## src/rtl/burst_rd_ctrl.sv

```systemverilog
// Burst read controller: issues one read strobe per beat to a slow slave with
// wait-state handshake, captures returned data and aborts on a per-beat timeout.
module burst_rd_ctrl #(
  parameter int AW     = 8,
  parameter int DW     = 8,
  parameter int LW     = 4,
  parameter int MAX_WS = 15
) (
  input  logic          clk,
  input  logic          rst,
  input  logic          go,
  input  logic [AW-1:0] addr_in,
  input  logic [LW-1:0] len_in,
  input  logic          ws,
  input  logic [DW-1:0] data_in,
  output logic          rd,
  output logic [AW-1:0] addr_out,
  output logic [DW-1:0] data_out,
  output logic          data_valid,
  output logic          ds,
  output logic          err_timeout,
  output logic          busy
);

  // state | meaning
  // IDLE  | waiting for go
  // READ  | strobe issued, wait counter cleared
  // WAIT  | waiting for ws=0, counting wait states
  // DONE  | ds pulse, burst completed
  // ERR   | err_timeout pulse, burst aborted
  typedef enum logic [2:0] {IDLE, READ, WAIT, DONE, ERR} state_t;

  localparam int WCW = (MAX_WS < 1) ? 1 : $clog2(MAX_WS + 1);
  localparam logic [WCW-1:0] WS_LAST = WCW'(MAX_WS - 1);

  state_t         state;
  state_t         state_nxt;
  logic [LW-1:0]  beat_cnt;
  logic [WCW-1:0] wait_cnt;
  logic           timeout_hit;

  assign timeout_hit = (MAX_WS != 0) && (wait_cnt == WS_LAST);

  always_comb begin
    state_nxt = state;
    case (state)
      IDLE: if (go) state_nxt = READ;
      READ: state_nxt = WAIT;
      WAIT: begin
        if (!ws) state_nxt = (beat_cnt == '0) ? DONE : READ;
        else if (timeout_hit) state_nxt = ERR;
      end
      DONE: state_nxt = IDLE;
      ERR:  state_nxt = IDLE;
      default: state_nxt = IDLE;
    endcase
  end

  // Outputs are registered from the next state so they match a Moore decode of state.
  always_ff @(posedge clk) begin
    if (rst) begin
      state       <= IDLE;
      addr_out    <= '0;
      data_out    <= '0;
      beat_cnt    <= '0;
      wait_cnt    <= '0;
      rd          <= 1'b0;
      ds          <= 1'b0;
      data_valid  <= 1'b0;
      err_timeout <= 1'b0;
      busy        <= 1'b0;
    end else begin
      state       <= state_nxt;
      rd          <= (state_nxt == READ) || (state_nxt == WAIT);
      ds          <= (state_nxt == DONE);
      err_timeout <= (state_nxt == ERR);
      busy        <= (state_nxt != IDLE);
      data_valid  <= 1'b0;
      case (state)
        IDLE: begin
          if (go) begin
            addr_out <= addr_in;
            beat_cnt <= len_in;
          end
        end
        READ: wait_cnt <= '0;
        WAIT: begin
          if (!ws) begin
            data_out   <= data_in;
            data_valid <= 1'b1;
            if (beat_cnt != '0) begin
              beat_cnt <= beat_cnt - 1'b1;
              addr_out <= addr_out + 1'b1;
            end
          end else if (!timeout_hit) begin
            wait_cnt <= wait_cnt + 1'b1;
          end
        end
        default: ;
      endcase
    end
  end

endmodule

```

## config.mk

```make
export PLATFORM = sky130hd
export DESIGN_NAME = burst_rd_ctrl
export DESIGN_NICKNAME = d
export VERILOG_FILES = /design/src/rtl/burst_rd_ctrl.sv
export SDC_FILE = /design/constraint.sdc
export NUM_CORES = 1
export LEC_CHECK = 0
export ABC_CLOCK_PERIOD_IN_PS = 3020
export CAP_MARGIN = 10
export CORE_ASPECT_RATIO = 0.7
export CORE_MARGIN = 2
export CORE_UTILIZATION = 50
export CTS_CLUSTER_SIZE = 30
export DETAILED_ROUTE_END_ITERATION = 8
export GPL_ROUTABILITY_DRIVEN = 1
export HOLD_SLACK_MARGIN = 0.1
export PLACE_DENSITY = 0.84
export SYNTH_ARGS = -nofsm -noshare
export SYNTH_HDL_FRONTEND = slang
export SYNTH_SLANG_ARGS = --single-unit
```

## constraint.sdc

```tcl
create_clock -name clk -period 3.02 [get_ports clk]
set_input_delay 0.604 -clock clk [delete_from_list [all_inputs] [get_ports clk]]
set_output_delay 0.604 -clock clk [all_outputs]
set_load 0.05 [all_outputs]
```

==> flow_summary.rst, run 1 <==
.. list-table::
   :header-rows: 1

   * - Metric
     - Value
   * - Post-synthesis cell count
     - approximately 190
   * - Final period demand of the worst path
     - 2.67 ns
   * - CTS tree
     - done
   * - Setup TNS after final layout
     - 0 ns
   * - Critical path data required time
     - ~3.2 ns
   * - Static leakage
     - 0.767 nW
   * - Simple-Gate Fraction of Synth Area
     - 0.257
   * - Cts repair resizes
     - 0
   * - Xor-xnor portion of the synthesized cell area
     - 0
   * - Clock Power Share
     - 0.371
   * - Main flop type after synthesis
     - sky130_fd_sc_hd__dfxtp_1
   * - Largest family of logic cells by synthesized area
     - simple AND/OR/NAND/NOR gates
   * - Die area
     - 3560 sq um
   * - Worst R2R End
     - addr_out[0]
   * - Arrival time at the worst endpoint
     - about 2.9 ns
   * - Starting Density
     - 0.540
   * - Internal power consumption
     - between 800 and 900 uW
   * - Fin Clk Skew
     - 0.0111 ns
   * - Worst voltage drop across the vdd grid
     - 0.442 mV
   * - Setup repair after global routing missed its margin
     - no
   * - Summed instance area of the synthesized netlist
     - approximately 1500 sq um
   * - Clk slew on worst S/H paths
     - 0.07 ns
   * - Compound-gate portion of the synthesized area
     - 0.241
   * - Cts bufs inserted
     - 5
   * - Depth of the worst register-to-register path
     - 6
   * - Hold Fails Final Rpt
     - 0
   * - First-pass detailed-route iteration total
     - 5
   * - Hold Worst Slack
     - around 0.46 ns
   * - Reg-to-reg slack, setup
     - 0.35 ns
   * - Largest net degree at the start of global routing
     - 20
   * - Share of total power consumed by net switching
     - 0.293
   * - Kind of end point of the critical path
     - flip-flop
   * - Worst Tran Pin Value
     - 1.12 ns
   * - Final count of pins violating max slew
     - 0
   * - Total I/O pin count
     - 45
   * - First-iteration detailed-routing DRC count
     - 113
   * - Relative slew margins
     - 0.252
   * - Overall via count from detail_route
     - 1,637
   * - Final antenna diode count
     - 0
   * - Total number of yosys warnings
     - 0
   * - Post-synthesis register bit count
     - 32
   * - Worst path top cell family by delay
     - compound AO/OA/AOI/OAI gates
   * - WL/cell
     - between 15 and 20 um
   * - Power density of the placed cells
     - about 560 nW/um^2
   * - Residual DRC count
     - 0
   * - Part of the total power dissipated in combinational logic
     - 0.232
   * - Async S/R FF share, synth
     - 0
   * - Net count of the finished layout
     - between 200 and 300
   * - Quantity of hold-fixing buffers added after cts
     - 0
   * - GRT Residual Overflow
     - 0
   * - Distinct cell type count of the synthesized netlist
     - 42
   * - Source of the critical timing path
     - beat_cnt[0]
   * - EDFF count, synth
     - 0
   * - Final ANT Viol Nets
     - 0
   * - Post-route clock period utilization
     - 0.884
   * - Worst-path cell with the longest stage delay
     - sky130_fd_sc_hd__a21oi_1
   * - Detailed-placement wirelength estimate
     - 2.94 mm
   * - Height of the die
     - between 50 and 60 um
   * - Launch instance of the worst register-to-register path
     - beat_cnt[0]
   * - Top area cells in the synthesized netlist
     - sky130_fd_sc_hd__dfxtp_1 (41%), sky130_fd_sc_hd__nand2_1 (7.8%), sky130_fd_sc_hd__a21oi_1 (7.4%)
   * - H-tree levels
     - 2
   * - Achievable frequency
     - 0.375 GHz
   * - Class of the most critical setup path
     - flip-flop to flip-flop
   * - Number of antenna violations at the first check in global routing
     - 0
   * - Total core area
     - 2860 sq um
   * - Worst-skew pair later-pin latency
     - 0.29 ns
   * - Count of input and output buffers
     - 44
   * - Area of combinational cells with multiple inputs
     - 850 sq um
   * - Post-CTS Repair Setup Buffers
     - 0
   * - CP Buf/Inv Count
     - 1
   * - Relative contribution of sequential cells to total power
     - 0.396
   * - Total Routing Usage GR
     - 0.249
   * - Kind of start point of the critical path
     - flip-flop
   * - Run status
     - complete, no violations
   * - FILL cells
     - 211
   * - Post-synthesis mux area share
     - 0.00729
   * - Cell type with the largest total area after synthesis
     - sky130_fd_sc_hd__dfxtp_1
   * - Ratio of cells with drive above 1 in the final layout
     - 0.0812
   * - Root cell of the clock tree
     - sky130_fd_sc_hd__clkbuf_8
   * - Sequence of cells on the critical path
     - inv_1 > ha_1 > or3b_2 > a21oi_1 > nor2_1 > a311oi_1
   * - Sequential-to-total area share from yosys stat
     - 0.415
   * - Last element of the critical path
     - addr_out[0]
   * - Via count of the first global-routing pass
     - ~1,500
   * - Psw
     - 354 uW
   * - Global-route wire length before repair
     - 6.95 mm
   * - Depth of the critical timing path with buffers and inverters included
     - 6
   * - Drt via density
     - 6.06
   * - Share of Yosys cell area claimed by the top area cell type
     - 0.415
   * - Std cell rows
     - 16
   * - Worst-case clock buffer depth
     - 2
   * - Number of setup violations in the final report
     - 0
   * - Adder-cell share of the synthesized area
     - 0.0405
   * - Syn avg cell area
     - around 8.2 sq um
   * - Sinks on Clock Net
     - 32
   * - Maximum fanout along the worst path
     - 14
   * - Largest stage delay, worst path
     - roughly 0.9 ns
   * - Sum of routed wire length over all layers
     - 4.24 mm
   * - Count of max-cap constraint violations
     - 0
   * - Post-Synthesis Net Count
     - 218
   * - Die extent in x
     - 70.4 um
   * - Final Wtd Congestion
     - 0.850
   * - Area growth from synthesis to final layout
     - 39.2%
   * - Worst min-delay path category
     - flip-flop to flip-flop
   * - Storage element area
     - approximately 640 sq um
[per-layer routing]
metal | track usage | wire length (um) | share of wire | up-vias
li1 | - | - | - | 775
met1 | 0.327 | 1870 | 0.44 | 757
met2 | 0.398 | 1900 | 0.45 | 95
met3 | 0.0743 | 420 | 0.099 | 10
met4 | 0.0769 | 42 | 0.0099 | 0
met5 | 0 | 0 | 0 | -
[power groups by stage]
| stage | Clock, mW | Combinational [mW] | Sequential, mW |
|---|---|---|---|
| 2_1_floorplan | 0 | 0.116 | 0.544 |
| 3_3_place_gp | 0 | 0.268 | 0.485 |
| 3_5_place_dp | 0 | 0.275 | 0.486 |
| 4_1_cts | 0.451 | 0.278 | 0.477 |
| 5_1_grt | 0.468 | 0.297 | 0.483 |
| 6_report | 0.448 | 0.281 | 0.479 |
[sequential cells by signal (all words and copies together), names as in the netlist]
name	count
addr_out	8
data_valid	1
state	3
busy	1
ds	1
data_out	8
wait_cnt	4
beat_cnt	4
rd	1
err_timeout	1
[kinds of logic (layout without fill, tap and decap cells)]
kind of cell / count (synthesis) / in the layout
AO/OA/AOI/OAI: 57 / 57
adder cells (fa/ha/maj): 5 / 5
buffers and inverters: 16 / 61
flip-flops: 32 / 32
multiplexers: 1 / 1
AND/OR/NAND/NOR: 78 / 78
[worst register-to-register path, cell delays in order, from the launching register on]
cell	delay, ns
sky130_fd_sc_hd__dfxtp_1	0.32
sky130_fd_sc_hd__inv_1	0.11
sky130_fd_sc_hd__ha_1	0.18
sky130_fd_sc_hd__or3b_2	0.48
sky130_fd_sc_hd__a21oi_1	0.90
sky130_fd_sc_hd__nor2_1	0.25
sky130_fd_sc_hd__a311oi_1	0.33
[stage by stage]
step | utilization | setup WS (ns) | instance area (sq um) | instances | total power [mW]
detailed placement | 0.707 | 0.354 | 2020 | 262 | 0.762
global route | 0.751 | 0.213 | 2150 | 270 | 1.25
floorplan | - | 1.02 | 1550 | 189 | 0.660
finish | 0.751 | 0.352 | 2150 | 270 | 1.21
global placement | 0.707 | 0.495 | 2020 | 262 | 0.753
CTS | 0.751 | 0.425 | 2150 | 270 | 1.21
[synthesized netlist by cell type, types with 3 or more instances]
cell type / instances
sky130_fd_sc_hd__nand3_1: 5
sky130_fd_sc_hd__a21oi_1: 23
sky130_fd_sc_hd__nand2_1: 32
sky130_fd_sc_hd__o21ai_0: 3
sky130_fd_sc_hd__nor3_1: 6
sky130_fd_sc_hd__o31ai_1: 6
sky130_fd_sc_hd__ha_1: 5
sky130_fd_sc_hd__a31oi_1: 4
sky130_fd_sc_hd__nor2_1: 10
sky130_fd_sc_hd__nand3b_1: 3
sky130_fd_sc_hd__clkbuf_1: 10
sky130_fd_sc_hd__inv_1: 5
sky130_fd_sc_hd__nor3b_1: 3
sky130_fd_sc_hd__dfxtp_1: 32
sky130_fd_sc_hd__o211ai_1: 4
sky130_fd_sc_hd__a211o_1: 4
[layout by cell type (no fill, tap or decap), drive strengths merged, types with 3 or more instances in the layout]
master	netlist	routed
a211o	4	4
a21oi	24	24
a31oi	4	4
buf	1	4
clkbuf	10	7
clkdlybuf4s50	0	44
dfxtp	32	32
ha	5	5
inv	5	5
nand2	32	32
nand3	5	5
nand3b	3	3
nor2	11	11
nor3	6	6
nor3b	3	3
o211ai	4	4
o21ai	4	4
o31ai	6	6
or3b	3	3
[final cells by class]
cell class	count	area share
well taps	36	0.0209
clock inverters	1	0.0140
clock buffers	7	0.0448
flip-flops and latches	32	0.298
inverters	5	0.00873
repair buffers	48	0.219
multi-input cells	141	0.395
[how the worst min path moves through the flow]
stage                      from          end  slack [ns]  depth (start not counted)
floorplan           wait_cnt[0]  wait_cnt[0]        0.46                          2
global placement    data_out[1]  data_out[1]        0.44                          2
detailed placement  data_out[4]  data_out[4]        0.45                          2
CTS                 data_out[4]  data_out[4]        0.46                          2
global route        data_out[2]  data_out[2]        0.48                          2
finish              data_out[4]  data_out[4]        0.46                          2
No activity file was read; power rests on OpenSTA's default activity.
==> run 2, diff against run 1 <==
==> config.mk (replaced) <==
export PLATFORM = sky130hd
export DESIGN_NAME = burst_rd_ctrl
export DESIGN_NICKNAME = d
export VERILOG_FILES = /design/src/rtl/burst_rd_ctrl.sv
export SDC_FILE = /design/constraint.sdc
export NUM_CORES = 1
export LEC_CHECK = 0
export CAP_MARGIN = 10
export CORE_ASPECT_RATIO = 0.7
export CORE_MARGIN = 1
export CORE_UTILIZATION = 50
export CTS_CLUSTER_SIZE = 30
export DETAILED_ROUTE_END_ITERATION = 8
export GPL_ROUTABILITY_DRIVEN = 1
export HOLD_SLACK_MARGIN = 0.1
export PLACE_DENSITY = 0.85
export SYNTH_ARGS = -nofsm -noshare
export SYNTH_HDL_FRONTEND = slang
export SYNTH_SLANG_ARGS = --single-unit
==> run 2 against run 1 <==
Clock power shrank 10%; first-iteration DRC count grew 59%; hold slack gained 0.0067 ns; cell area shrank 0.87%; critical path depth is the same; count of clock-buffer cells in the layout shrank 1; routed wire length shrank 3.0%; via count grew 0.49%; utilization shrank 0.66 points; worst setup slack gained 0.051 ns.
==> flow_summary.rst, run 2 (same netlist as run 1, synthesis figures left out) <==
.. list-table::
   :header-rows: 1

   * - Metric
     - Value
   * - Sinks on Clock Net
     - 32
   * - Std cell rows
     - 16
   * - WL/cell
     - 15.2 um
   * - First-pass detailed-route iteration total
     - 5
   * - Final ANT Viol Nets
     - 0
   * - Worst voltage drop across the vdd grid
     - 0.345 mV
   * - GRT Residual Overflow
     - 0
   * - Hold path cells
     - 2
   * - Post-CTS Repair Setup Buffers
     - 0
   * - Most frequent cells in the layout
     - sky130_fd_sc_hd__clkdlybuf4s50_1 (44), sky130_fd_sc_hd__nand2_1 (32), sky130_fd_sc_hd__dfxtp_1 (32)
   * - Via count of the first global-routing pass
     - 1,440
   * - Starting Density
     - 0.540
   * - Number of cells in the finished layout apart from fillers
     - 270
   * - Detailed-placement wirelength estimate
     - 2.82 mm
   * - Cts repair resizes
     - 0
   * - Largest net degree at the start of global routing
     - 21
   * - Final antenna diode count
     - 0
   * - Final Wtd Congestion
     - 0.808
   * - Ratio of cells with drive above 1 in the final layout
     - 0.0769
   * - Relative slew margins
     - 0.275
   * - Run status
     - complete, no violations
   * - Worst Tran Pin Value
     - 1.09 ns
   * - Total Routing Usage GR
     - 0.263
   * - Overall via count from detail_route
     - roughly 1,600
   * - Residual DRC count
     - 0
   * - Drt via density
     - 6.09
   * - Die area
     - 3320 sq um
   * - Final period demand of the worst path
     - 2.62 ns
   * - Overall power after layout
     - around 1.2 mW
   * - Area growth from synthesis to final layout
     - 38.0%
   * - Kind of start point of the critical path
     - flip-flop
   * - Registers with the highest flip-flop counts
     - addr_out (8), data_out (8)
   * - Launch instance of the worst register-to-register path
     - beat_cnt[0]
   * - Most frequent standard cell in the layout excluding fill and tap cells
     - sky130_fd_sc_hd__clkdlybuf4s50_1
   * - Worst-skew pair later-pin latency
     - 0.29 ns
   * - Critical path data required time
     - 3.21 ns
   * - Count of max-cap constraint violations
     - 0
   * - Cts bufs inserted
     - 5
   * - Reg-to-reg slack, setup
     - 0.40 ns
   * - Setup repair after global routing missed its margin
     - no
   * - Post-route clock period utilization
     - 0.867
   * - Hold Fails Final Rpt
     - 0
   * - Class of the most critical setup path
     - flip-flop to flip-flop
   * - H-tree levels
     - 2
   * - Worst Min Path Start
     - data_out[0]
   * - CTS tree
     - done
   * - First-iteration detailed-routing DRC count
     - 180
   * - Power density of the placed cells
     - 544 nW/um^2
   * - Fin Clk Skew
     - 0.0104 ns
   * - Number of antenna violations at the first check in global routing
     - 0
   * - Root cell of the clock tree
     - sky130_fd_sc_hd__clkbuf_8
   * - Worst R2R End
     - beat_cnt[0]
   * - Global-route wire length before repair
     - 6.54 mm
   * - Worst min-delay path category
     - flip-flop to flip-flop
   * - Die extent in x
     - 68.4 um
   * - Worst-case clock buffer depth
     - 2
   * - Number of setup violations in the final report
     - 0
   * - Arrival time at the worst endpoint
     - ~2.8 ns
   * - Depth of the worst register-to-register path
     - 6
   * - Dpl cell area
     - 2020 sq um
   * - Total I/O pin count
     - 45
   * - Clk slew on worst S/H paths
     - 0.07 ns
   * - Number of placed cells counting well taps
     - approximately 260
   * - Quantity of hold-fixing buffers added after cts
     - 0
   * - Achievable frequency
     - 0.382 GHz
   * - Min-Delay Endpoint
     - data_out[0]
   * - Height of the die
     - 48.5 um
   * - Kind of end point of the critical path
     - flip-flop
   * - Maximum fanout along the worst path
     - 14
   * - Setup TNS after final layout
     - 0 ns
   * - Sum of routed wire length over all layers
     - 4.11 mm
   * - Cell area after layout
     - about 2100 sq um
   * - Final count of pins violating max slew
     - 0
   * - Count of input and output buffers
     - 44
   * - Utilization of the core after routing
     - 0.745
   * - Static leakage
     - 0.758 nW
   * - Net count of the finished layout
     - 262
   * - Total core area
     - 2860 sq um
[run 2: cell types whose count changed in the layout (fill, tap and decap cells not counted), sizes merged]
cell,change
clkbuf,-1
clkinv,+1
[run 2: routing by layer]
metal | share of wire | GRT usage | vias to the layer above | routed length, um
li1 | - | - | 781 | -
met1 | 0.46 | 0.364 | 794 | 1890
met2 | 0.46 | 0.408 | 61 | 1890
met3 | 0.069 | 0.0708 | 9 | 283
met4 | 0.011 | 0.0556 | 0 | 45
met5 | 0 | 0 | - | 0
[run 2: per-stage QoR]
stage          worst slack, ns  hold slack [ns]
2_1_floorplan             1.02            0.462
3_3_place_gp             0.478            0.443
3_5_place_dp             0.416            0.452
4_1_cts                  0.471            0.463
5_1_grt                  0.189            0.475
6_report                 0.402            0.464
[run 2: worst max-delay path, cell delays in order, from the launching register on]
cell                       delay [ns]
sky130_fd_sc_hd__dfxtp_1         0.32
sky130_fd_sc_hd__inv_1           0.12
sky130_fd_sc_hd__ha_1            0.17
sky130_fd_sc_hd__or3b_2          0.48
sky130_fd_sc_hd__a21oi_1         0.88
sky130_fd_sc_hd__nor2_1          0.24
sky130_fd_sc_hd__a221oi_1        0.32
[run 2: worst max-delay path by stage]
| stage | slack [ns] | endpoint | cells after the start | from |
|---|---|---|---|---|
| floorplan | 1.02 | addr_out[6] | 5 | addr_out[0] |
| global placement | 0.48 | beat_cnt[0] | 5 | go |
| detailed placement | 0.42 | beat_cnt[0] | 5 | go |
| CTS | 0.47 | beat_cnt[0] | 6 | beat_cnt[0] |
| global route | 0.19 | beat_cnt[0] | 6 | beat_cnt[0] |
| finish | 0.40 | beat_cnt[0] | 6 | beat_cnt[0] |
[run 2: layout make-up]
cell class                      count  area (sq um)
Multi-Input combinational cell    141           850
Fill cell                         206           731
Sequential cell                    32           641
Timing Repair Buffer               48           470
Clock buffer                        6          72.6
Tap cell                           36          45.0
Clock inverter                      2          35.0
Inverter                            5          18.8
[run 2: power by group]
group / switching (mW) / internal (mW) / total, mW
clock: 0.158 / 0.245 / 0.403
combinational: 0.166 / 0.113 / 0.279
sequential: 0.0294 / 0.450 / 0.479
total: 0.354 / 0.807 / 1.16
==> run 3, diff against run 2 <==
--- a/config.mk
+++ b/config.mk
@@ -8,12 +8,12 @@
 export CAP_MARGIN = 10
 export CORE_ASPECT_RATIO = 0.7
 export CORE_MARGIN = 1
-export CORE_UTILIZATION = 50
+export CORE_UTILIZATION = 47
 export CTS_CLUSTER_SIZE = 30
 export DETAILED_ROUTE_END_ITERATION = 8
 export GPL_ROUTABILITY_DRIVEN = 1
 export HOLD_SLACK_MARGIN = 0.1
-export PLACE_DENSITY = 0.85
+export PLACE_DENSITY = 0.8
 export SYNTH_ARGS = -nofsm -noshare
 export SYNTH_HDL_FRONTEND = slang
 export SYNTH_SLANG_ARGS = --single-unit
==> constraint.sdc (replaced) <==
create_clock -name clk -period 2.7 [get_ports clk]
set_input_delay 0.54 -clock clk [delete_from_list [all_inputs] [get_ports clk]]
set_output_delay 0.54 -clock clk [all_outputs]
set_load 0.05 [all_outputs]
==> run 3 against run 2 <==
Global-route usage shrank 0.75 points; largest cell class unchanged; cell area is the same; via count shrank 2.2%; utilization shrank 6.7 points; worst setup slack lost 0.029 ns; the run now ends with design-rule violations left; critical endpoint unchanged; register-to-register slack lost 0.03 ns; clock power shrank 5.7%; flip-flop and latch count is the same; count of clock-buffer cells in the layout grew 2.
==> flow_summary.rst, run 3 (same netlist as run 1, synthesis figures left out) <==
.. list-table::
   :header-rows: 1

   * - Metric
     - Value
   * - Run status
     - finished, violations left
   * - Violated checks
     - design-rule violations
   * - Highest routed layer
     - met4
   * - Die area
     - 3520 sq um
   * - Residual DRC count
     - 2
   * - Power density of the placed cells
     - 578 nW/um^2
   * - Routed wl met3
     - 271 um
   * - Post-CTS Repair Setup Buffers
     - 0
   * - Worst-skew pair later-pin latency
     - about 0.28 ns
   * - Cts bufs inserted
     - 5
   * - Count of input and output buffers
     - 44
   * - Total I/O pin count
     - 45
   * - Maximum fanout along the worst path
     - 9
   * - Sequence of cells on the critical path
     - inv_1 > ha_1 > or3b_2 > a21oi_1 > nor2_1 > a221oi_1
   * - Achievable frequency
     - around 0.43 GHz
   * - Height of the die
     - 50.0 um
   * - Arrival time at the worst endpoint
     - 2.51 ns
   * - CTS tree
     - done
   * - First-iteration detailed-routing DRC count
     - about 160
   * - Detailed-placement wirelength estimate
     - 2.92 mm
   * - Most frequent cells in the layout
     - sky130_fd_sc_hd__clkdlybuf4s50_1 (44), sky130_fd_sc_hd__nand2_1 (32), sky130_fd_sc_hd__dfxtp_1 (32)
   * - Drt via density
     - 5.87
   * - Total core area
     - 3150 sq um
   * - Post-route clock period utilization
     - 0.862
   * - Utilization of the core after routing
     - 0.677
   * - Clk slew on worst S/H paths
     - 0.07 ns
   * - Wire length on met2
     - around 1.9 mm
   * - Depth of the worst register-to-register path
     - 6
   * - Critical path data required time
     - roughly 2.9 ns
   * - Static leakage
     - 0.757 nW
   * - H-tree levels
     - 2
   * - Number of antenna violations at the first check in global routing
     - 0
   * - Number of setup violations in the final report
     - 0
   * - Kind of start point of the critical path
     - flip-flop
   * - Dpl cell area
     - 2040 sq um
   * - Setup repair after global routing missed its margin
     - no
   * - Hold Fails Final Rpt
     - 0
   * - Sum of routed wire length over all layers
     - between 4 and 5 mm
   * - Count of max-cap constraint violations
     - 0
   * - Sinks on Clock Net
     - 32
   * - Final count of pins violating max slew
     - 0
   * - Overall via count from detail_route
     - 1,608
   * - GRT Residual Overflow
     - 0
   * - Area growth from synthesis to final layout
     - 38.0%
   * - Worst min-delay path category
     - flip-flop to flip-flop
   * - Net count of the finished layout
     - 264
   * - Largest stage delay, worst path
     - 0.58 ns
   * - Via count of the first global-routing pass
     - 1,490
   * - Worst Tran Pin Value
     - 0.674 ns
   * - Met1 layer wirelength in the final routing
     - 1.93 mm
   * - Kind of end point of the critical path
     - flip-flop
   * - Most frequent standard cell in the layout excluding fill and tap cells
     - sky130_fd_sc_hd__clkdlybuf4s50_1
   * - Worst voltage drop across the vdd grid
     - 0.325 mV
   * - First-pass detailed-route iteration total
     - 6
   * - Starting Density
     - 0.491
   * - Cell area after layout
     - 2130 sq um
   * - Reg-to-reg slack, setup
     - 0.37 ns
   * - Ratio of cells with drive above 1 in the final layout
     - 0.0805
   * - Class of the most critical setup path
     - flip-flop to flip-flop
   * - Root cell of the clock tree
     - sky130_fd_sc_hd__clkbuf_8
   * - Fin Clk Skew
     - between 0.0015 and 0.002 ns
   * - Setup TNS after final layout
     - 0 ns
   * - Hold Worst Slack
     - roughly 0.46 ns
   * - Die extent in x
     - 70.5 um
   * - WL/cell
     - approximately 15 um
   * - Hold path cells
     - 2
   * - Final ANT Viol Nets
     - 0
   * - Cts repair resizes
     - 0
   * - Total Routing Usage GR
     - 0.256
   * - Worst-path cell with the longest stage delay
     - sky130_fd_sc_hd__a21oi_1
   * - Quantity of hold-fixing buffers added after cts
     - 0
   * - Final Wtd Congestion
     - 0.825
   * - Final antenna diode count
     - 0
   * - Global-route wire length before repair
     - about 7 mm
   * - Relative slew margins
     - 0.551
   * - Std cell rows
     - 17
   * - Final period demand of the worst path
     - 2.33 ns
   * - Largest net degree at the start of global routing
     - 19
   * - Worst-case clock buffer depth
     - 2
   * - Registers with the highest flip-flop counts
     - addr_out (8), data_out (8)
[run 3: changes by cell type in the layout (fill, tap and decap cells not counted), sizes merged]
cell / delta
bufinv: -1
clkbuf: +2
clkinv: -1
buf: +2
[run 3: through the flow]
stage	total power, mW	instances	worst slack (ns)
CTS	1.23	274	0.377
floorplan	0.738	189	0.698
detailed placement	0.858	266	0.187
global route	1.29	274	0.209
global placement	0.848	266	0.243
finish	1.23	274	0.373
[run 3: per-layer routing]
metal,up-vias,GRT usage
li1,782,-
met1,767,0.340
met2,55,0.413
met3,4,0.0634
met4,0,0.0767
met5,-,0
[run 3: where the power goes]
part           leakage (nW)  switching, mW  internal, mW
registers             0.261         0.0337         0.503
clock network        0.0455          0.172         0.208
logic                 0.451          0.186         0.130
total                 0.757          0.392         0.840
[run 3: area by class of cell]
class	instances	area (sq um)
clock buffer	8	90.1
fill	259	1020
inverter	5	18.8
multi-input combinational	141	850
sequential	32	641
tap	38	47.5
timing repair buffer	50	485
[run 3: final timing paths]
path | endpoint | from
worst max-delay path | beat_cnt[0] | beat_cnt[0]
worst min-delay path | data_out[2] | data_out[2]
worst max register to register | beat_cnt[0] | beat_cnt[0]
worst min register to register | data_out[2] | data_out[2]
[run 3: critical path, delay by kind of cell, from the launching register on]
| family | cells | cell delay [ns] |
|---|---|---|
| flip-flops | 1 | 0.32 |
| buffers and inverters | 1 | 0.13 |
| AO/OA/AOI/OAI | 2 | 0.90 |
| AND/OR/NAND/NOR | 2 | 0.70 |
| adder cells (fa/ha/maj) | 1 | 0.18 |
